[src/rtl/dmem_lsu_port.sv]
// Load/store initiator for one port of the two-port data memory (RV32 byte access to word memory).
// Optional build macro MISALIGN_TRAP_EN: misaligned halfword/word accesses fault instead of being aligned down.
module dmem_lsu_port #(
  parameter int ADDR_WIDTH = 15,
  parameter int DATA_WIDTH = 32
) (
  input  logic                    clk,
  input  logic                    rst_n,
  input  logic                    req_valid,
  output logic                    req_ready,
  input  logic                    req_we,
  input  logic [ADDR_WIDTH+1:0]   req_addr,
  input  logic [2:0]              req_funct3,
  input  logic [DATA_WIDTH-1:0]   req_wdata,
  output logic                    rsp_valid,
  input  logic                    rsp_ready,
  output logic [DATA_WIDTH-1:0]   rsp_rdata,
  output logic                    rsp_err,
  output logic                    mem_we,
  output logic [ADDR_WIDTH-1:0]   mem_addr,
  output logic [DATA_WIDTH-1:0]   mem_wr_data,
  output logic [3:0]              mem_byteenable,
  input  logic [DATA_WIDTH-1:0]   mem_rd_data
);

  typedef enum logic [1:0] {
    IDLE    = 2'd0,
    ACCESS  = 2'd1,
    CAPTURE = 2'd2,
    RESP    = 2'd3
  } state_t;

  state_t                  state_reg;
  logic                    req_ready_reg;
  logic                    rsp_valid_reg;
  logic [DATA_WIDTH-1:0]   rsp_rdata_reg;
  logic                    rsp_err_reg;
  logic                    mem_we_reg;
  logic [ADDR_WIDTH-1:0]   mem_addr_reg;
  logic [DATA_WIDTH-1:0]   mem_wr_data_reg;
  logic [3:0]              mem_be_reg;
  logic [1:0]              lane_reg;
  logic [2:0]              funct3_reg;
  logic                    is_store_reg;

  // Request decode, evaluated combinationally from the request inputs.
  logic [1:0]              size_dec;
  logic                    illegal_f3;
  logic                    misalign;
  logic                    fault_dec;
  logic [1:0]              lane_dec;
  logic [3:0]              be_dec;
  logic [DATA_WIDTH-1:0]   wd_dec;

  assign size_dec   = req_funct3[1:0];
  assign illegal_f3 = (req_funct3 == 3'b011) || (req_funct3[2:1] == 2'b11) ||
                      (req_we && req_funct3[2]);

`ifdef MISALIGN_TRAP_EN
  assign misalign = ((size_dec == 2'd1) && req_addr[0]) ||
                    ((size_dec == 2'd2) && (req_addr[1:0] != 2'b00));
  assign lane_dec = req_addr[1:0];
`else
  // Misaligned low bits are silently dropped so the access stays inside one word.
  assign misalign = 1'b0;
  always_comb begin
    lane_dec = 2'b00;
    case (size_dec)
      2'd0:    lane_dec = req_addr[1:0];
      2'd1:    lane_dec = {req_addr[1], 1'b0};
      default: lane_dec = 2'b00;
    endcase
  end
`endif

  assign fault_dec = illegal_f3 || misalign;

  always_comb begin
    be_dec = 4'b1111;
    case (size_dec)
      2'd0:    be_dec = 4'b0001 << lane_dec;
      2'd1:    be_dec = lane_dec[1] ? 4'b1100 : 4'b0011;
      default: be_dec = 4'b1111;
    endcase
  end

  // Each write lane carries the store byte that would land there after replication.
  genvar gi;
  generate
    for (gi = 0; gi < 4; gi++) begin : g_wr_lane
      always_comb begin
        wd_dec[8*gi +: 8] = req_wdata[8*gi +: 8];
        case (size_dec)
          2'd0:    wd_dec[8*gi +: 8] = req_wdata[7:0];
          2'd1:    wd_dec[8*gi +: 8] = req_wdata[8*(gi%2) +: 8];
          default: wd_dec[8*gi +: 8] = req_wdata[8*gi +: 8];
        endcase
      end
    end
  endgenerate

  // Load alignment and extension of the captured read word.
  logic [7:0]              byte_sel;
  logic [15:0]             half_sel;
  logic [DATA_WIDTH-1:0]   load_ext;

  always_comb begin
    byte_sel = mem_rd_data[7:0];
    case (lane_reg)
      2'd0:    byte_sel = mem_rd_data[7:0];
      2'd1:    byte_sel = mem_rd_data[15:8];
      2'd2:    byte_sel = mem_rd_data[23:16];
      default: byte_sel = mem_rd_data[31:24];
    endcase
    half_sel = lane_reg[1] ? mem_rd_data[31:16] : mem_rd_data[15:0];
  end

  always_comb begin
    load_ext = mem_rd_data;
    case (funct3_reg)
      3'b000:  load_ext = {{24{byte_sel[7]}}, byte_sel};
      3'b100:  load_ext = {24'd0, byte_sel};
      3'b001:  load_ext = {{16{half_sel[15]}}, half_sel};
      3'b101:  load_ext = {16'd0, half_sel};
      default: load_ext = mem_rd_data;
    endcase
  end

  always_ff @(posedge clk or negedge rst_n) begin
    if (!rst_n) begin
      state_reg       <= IDLE;
      req_ready_reg   <= 1'b1;
      rsp_valid_reg   <= 1'b0;
      rsp_rdata_reg   <= '0;
      rsp_err_reg     <= 1'b0;
      mem_we_reg      <= 1'b0;
      mem_addr_reg    <= '0;
      mem_wr_data_reg <= '0;
      mem_be_reg      <= 4'b0000;
      lane_reg        <= 2'b00;
      funct3_reg      <= 3'b000;
      is_store_reg    <= 1'b0;
    end else begin
      case (state_reg)
        IDLE: begin
          if (req_valid) begin
            req_ready_reg <= 1'b0;
            if (fault_dec) begin
              // Faults bypass the memory entirely and answer at once.
              state_reg     <= RESP;
              rsp_valid_reg <= 1'b1;
              rsp_err_reg   <= 1'b1;
              rsp_rdata_reg <= '0;
            end else begin
              state_reg    <= ACCESS;
              mem_addr_reg <= req_addr[ADDR_WIDTH+1:2];
              mem_be_reg   <= be_dec;
              mem_we_reg   <= req_we;
              if (req_we) begin
                mem_wr_data_reg <= wd_dec;
              end
              lane_reg     <= lane_dec;
              funct3_reg   <= req_funct3;
              is_store_reg <= req_we;
            end
          end
        end
        ACCESS: begin
          mem_we_reg <= 1'b0;
          mem_be_reg <= 4'b0000;
          if (is_store_reg) begin
            state_reg     <= RESP;
            rsp_valid_reg <= 1'b1;
            rsp_err_reg   <= 1'b0;
            rsp_rdata_reg <= '0;
          end else begin
            state_reg <= CAPTURE;
          end
        end
        CAPTURE: begin
          state_reg     <= RESP;
          rsp_valid_reg <= 1'b1;
          rsp_err_reg   <= 1'b0;
          rsp_rdata_reg <= load_ext;
        end
        RESP: begin
          if (rsp_ready) begin
            state_reg     <= IDLE;
            rsp_valid_reg <= 1'b0;
            req_ready_reg <= 1'b1;
          end
        end
        default: begin
          state_reg <= IDLE;
        end
      endcase
    end
  end

  assign req_ready      = req_ready_reg;
  assign rsp_valid      = rsp_valid_reg;
  assign rsp_rdata      = rsp_rdata_reg;
  assign rsp_err        = rsp_err_reg;
  assign mem_we         = mem_we_reg;
  assign mem_addr       = mem_addr_reg;
  assign mem_wr_data    = mem_wr_data_reg;
  assign mem_byteenable = mem_be_reg;

endmodule

[config.mk]
export PLATFORM = sky130hd
export DESIGN_NAME = dmem_lsu_port
export DESIGN_NICKNAME = d
export VERILOG_FILES = /design/src/rtl/dmem_lsu_port.sv
export SDC_FILE = /design/constraint.sdc
export NUM_CORES = 1
export LEC_CHECK = 0
export CAP_MARGIN = 15
export CORE_MARGIN = 2
export CORE_UTILIZATION = 35
export CTS_CLUSTER_DIAMETER = 40
export DETAILED_ROUTE_END_ITERATION = 10
export PLACE_DENSITY = 0.69
export SETUP_SLACK_MARGIN = 0.05
export SLEW_MARGIN = 20
export SYNTH_ARGS = -nofsm -noshare
export SYNTH_HDL_FRONTEND = slang
export SYNTH_SLANG_ARGS = --single-unit
[constraint.sdc]
create_clock -name clk -period 2.3 [get_ports clk]
set_clock_uncertainty 0.1 [all_clocks]
set_input_delay 0.23 -clock clk [delete_from_list [all_inputs] [get_ports clk]]
set_output_delay 0.23 -clock clk [all_outputs]
set_load 0.02 [all_outputs]
Word level (Yosys, flattened, before mapping)
Cells that the tools add are included.
{"block": "classes", "n_eq_ne": 16, "shift": 1, "mux": 34, "bitwise": 1, "n_reduce_logical": 18}
{"cell": "32-bit one-hot mux with 4 select lines", "count": 1}
{"cell": "32-bit two-way mux", "count": 3}
{"cell": "32-bit one-hot mux with 3 select lines", "count": 1}
{"cell": "8-bit one-hot mux with 3 select lines", "count": 1}
{"cell": "16-bit two-way mux", "count": 1}
{"cell": "8-bit two-way mux", "count": 2}
{"cell": "4-bit one-hot mux with 2 select lines", "count": 2}
{"cell": "8-bit one-hot mux with 2 select lines", "count": 1}
{"cell": "4-bit two-way mux", "count": 3}
{"cell": "4-bit AND reduction", "count": 3}
{"cell": "1-bit two-way mux", "count": 10}
{"cell": "2-bit inequality test, second input constant", "count": 5}
{"cell": "3-bit AND reduction", "count": 3}
{"cell": "2-bit equality test, second input constant", "count": 4}
{"cell": "2-bit one-hot mux with 4 select lines", "count": 1}
{"cell": "2-bit by 1-bit equality test with 1-bit output, second input constant", "count": 3}
{"cell": "3-bit equality test, second input constant", "count": 2}
{"cell": "2-bit logical NOT", "count": 3}
{"cell": "2-bit two-way mux", "count": 3}
{"cell": "1-bit one-hot mux with 2 select lines", "count": 2}
{"cell": "1-bit one-hot mux with 4 select lines", "count": 1}
{"cell": "2-bit one-hot mux with 2 select lines", "count": 1}
{"cell": "2-bit nonzero test", "count": 2}
{"cell": "1-bit by 2-bit left shift with 4-bit output, first input constant", "count": 1}
{"cell": "10 further kinds", "count": 11}
{"block": "totals", "register_bits": 95, "input_bits": 89, "output_inout_bits": 87}

Depth between registers and ports, before layout
{"block": "depth", "word_depth": 7, "depth_mapped": 9, "ltp_nobuf": 6}

Least setup slack after synthesis
No wires, ideal clock.
{"block": "synth_path", "kind": "flip-flop to flip-flop", "from": "register state_reg[0]", "to": "register rsp_rdata_reg[7], in the netlist rsp_rdata[7]", "t_arrival_ns": 1.705, "slack_ns": 0.374, "stages_incl_launch_ff": 10, "path_buffers": 3, "period_less_slack_ns": 1.926, "cell_sequence": "dfrtp_1 -> inv_1 -> ha_1 -> buf_4 -> nand2b_1 -> nand2_1 -> or2_1 -> buf_6 -> buf_6 -> a22o_1"}
{"block": "synth_between", "elab_chain_cells": 3, "word_cells_on_any_way": 9, "cone_classes": "eq/ne: 5; mux: 1; reduce/logical: 3"}
{"element": "start, declared", "line_no": "33", "source": "state_t state_reg;"}
{"element": "start signal, assigned", "line_no": "131", "source": "state_reg <= IDLE;"}
{"element": "start signal, assigned", "line_no": "150", "source": "state_reg <= RESP;"}
{"element": "start signal, assigned", "line_no": "155", "source": "state_reg <= ACCESS;"}
{"element": "2-bit by 1-bit equality test with 1-bit output (tied with other cells)", "line_no": "144", "source": "case (state_reg)"}
{"element": "2-bit inequality test (no line) or 3-bit nonzero test (tied branches)"}
{"element": "4-bit AND reduction (no line)"}
{"element": "end signal, assigned", "line_no": "184", "source": "rsp_rdata_reg <= load_ext;"}
{"element": "end, declared", "line_no": "36", "source": "logic [DATA_WIDTH-1:0] rsp_rdata_reg;"}
Several ways; a longest one is shown, not always the timed one.
A chain may end at the register's enable or synchronous reset.

Worst setup path after layout
{"block": "layout_path", "from": "register state_reg[0]", "to": "register rsp_rdata_reg[20], in the netlist rsp_rdata[20]"}
Same word-level chain as after synthesis.

==> results.md <==
* Status: completed
* Top sig layer: met4
* Warnings, synthesis at 0
* Pin count of the biggest net entering global routing at 59
* DIE AREA at 14630 um2
* Synth cell types at 45
* Wire per inst at 18.10 um
* CP Max Fanout at 32
* Die W at 121.0 um
* CTS Root Buffer Type: clkbuf_16
* Crit path max-delay cell type: dfrtp_1
* Slew HR at 71.54%
* Htree depth at 3
* Crit path kind: flip-flop to flip-flop
* # fillers at 1183
* Placed instance area at 6774 um2
* MaxCap Viol Count at 0
* Reg area at 2379 um2
* DR WL met2 at 6846 um
* Post-synth top area cell: dfrtp_1
* NumNets Final at 724
* Core Footprint at 13300 um2
* Synthesized flop and latch total at 95
* Clock-pin slew of the registers on the worst-case setup and hold paths at 70 ps
* Final-report hold violation count at 0
* CTS Buf Count at 9
* Gr usage total at 20.70%
* Inserted Diodes at 0
* VDD IR max at 0.7556 mV
* Peak Freq at 487.6 MHz
* IO buf count at 175
* Setup TNS Final at 0 ps
* Global route total overflow at 0
* Leak at 3.050 nW
* Initial DRC count at 225
* DRT Pass-1 Iters at 4
* Minimum clock period at 2051 ps
* Mapped Cells at 457
* Area Growth Syn to Fin at 48.73%
* Pwr/cell area at 1382 nW/um2
* Finish-stage setup viols at 0
* Initial antenna violation count at 0
* Multi-input gate area at 2208 um2
* Worst min-delay path class: input pin to asynchronous set/reset pin
* Fin area at 7122 um2
* Post-synth top area share at 49.12%
* Startpoint types: flip-flop
* Most frequent cell after synthesis: dfrtp_1
* Avg Inst Size Synth at 10.48 um2
* Worst skew pair latency at 350 ps
* Post-DRT Antenna Nets at 0
* First-pass GRT wire length at 23280 um
* TritonCTS clock tree: built
* Critical path capture point type: flip-flop
* Routability cong. at 0.9045
* Met3 routed WL at 1457 um
* DR vias at 4258
* Setup repair after global routing missed its margin: false
* Post-synth ARST share at 100.0%
* # DRC at 0
* Detail Placement HPWL at 11160 um
* Data arrival, critical path at 2180 ps
* WL final at 14700 um
* Slew Viols, Final at 0
* Io pins at 176
* Starting Density at 36.02%
* Cell types with the highest counts after synthesis: dfrtp_1 (94), o21ai_0 (79), nand2_1 (51)
* Share of layout cells above drive strength 1 at 13.21%
* Die height at 121.0 um
* # rows at 42
* Mapped Area at 4788 um2
* Bufs on Longest Clock Path at 2
* Crit path cell chain: inv_1 -> ha_1 -> o21ai_1 -> a2bb2oi_2 -> or2_1 -> buf_12 -> a22o_1
* DR vias/cell at 5.244
* Critical path's largest stage delay at 400 ps
* Synth area leaders: dfrtp_1 (49%), o21ai_0 (8.3%), mux2_2 (7.1%)
* Vias in the first global route at 4413
* Seq/Total Area, Yosys at 49.67%
* EDFF count, synth at 0
* Post-synth top flop: dfrtp_1
* Least-Margin Pin Slew at 417.9 ps
* Syn Nets at 550
* Routed met1 length at 6043 um
* Clk sinks at 95
* CP required at 2430 ps
* Final Cycle Share at 89.18%
## worst max-delay path, delay by kind of cell (launching register included)
kind	cells	cell delay, ps
and+or+nand+nor	1	270
adders and majority gates	1	310
DFF	1	400
buffers and inverters	2	320
AOI/OAI and AO/OA	3	520
## final cells by class
| type | instances | area share (%) |
|---|---|---|
| Multi-Input combinational cell | 321 | 31.01 |
| Tap cell | 176 | 3.092 |
| Timing Repair Buffer | 195 | 27.41 |
| Sequential cell | 95 | 33.40 |
| Clock inverter | 5 | 1.212 |
| Clock buffer | 11 | 3.408 |
| Inverter | 9 | 0.4743 |
## where the power goes
group | switching [mW] | internal (mW) | leakage, nW
sequential | 0.502 | 2.44 | 1.22
clock | 0.673 | 0.996 | 0.161
combinational | 2.80 | 2.43 | 1.67
total | 3.98 | 5.86 | 3.05
## placed cells by master, fill, tap and decap left out, types with 2 or more instances in the layout
| cell | count |
|---|---|
| nand2_1 | 50 |
| clkbuf_16 | 9 |
| ha_1 | 4 |
| nor2_1 | 36 |
| clkdlybuf4s50_1 | 174 |
| bufinv_16 | 2 |
| buf_4 | 16 |
| o31ai_4 | 5 |
| nand2b_1 | 12 |
| o21ai_0 | 79 |
| inv_1 | 8 |
| a32o_1 | 7 |
| o311a_1 | 7 |
| dfrtp_1 | 94 |
| a21oi_1 | 13 |
| mux2_2 | 30 |
| o31ai_2 | 2 |
| nor2_4 | 2 |
| a22o_1 | 18 |
| mux2i_1 | 27 |
| inv_6 | 3 |
| buf_12 | 4 |
| nand3_1 | 6 |
| nor3_1 | 2 |
## final timing paths
check / from / endpoint / slack [ps] / cells after the start
worst max register to register: state_reg[0] / rsp_rdata[20] / 250 / 7
max in group asynchronous: rst_n / rsp_rdata[25] / 1170 / 3
min in group clk: mem_wr_data[15] / mem_wr_data[15] / 380 / 2
worst min register to register: mem_wr_data[15] / mem_wr_data[15] / 380 / 2
worst max-delay path: state_reg[0] / rsp_rdata[20] / 250 / 7
worst min-delay path: rst_n / rsp_rdata[12] / 220 / 2
## what timing repair did
action	4_1_cts	5_1_grt
resized for setup	0	2
hold buffers	1	0
hold endpoints to repair	19	0
setup buffers	0	0
setup endpoints to repair	0	30
## per-layer routing
metal,global-route usage (%),up-vias
li1,-,1991
met1,24.88,2044
met2,34.09,195
met3,6.720,28
met4,8.576,0
met5,0,-
## through the flow
step,power [mW],hold slack (ps),setup slack [ps],cells,utilization (%)
3_3_place_gp,8.080,35.95,118.5,795,50.95
2_1_floorplan,5.972,-165.6,374.3,457,-
4_1_cts,9.923,216.4,158.9,812,53.50
6_report,9.840,215.6,248.9,812,53.57
3_5_place_dp,8.200,38.41,26.16,795,50.95
5_1_grt,10.46,251.5,88.70,812,53.57
## kinds of logic after synthesis
logic type	after synthesis	synth area share, %
compound gates	144	21.11
fa+ha+maj	4	1.045
buf+inv	41	4.390
flops	95	49.67
mux	58	13.17
simple gates	115	10.61
No activity file was read; power rests on OpenSTA's default activity.
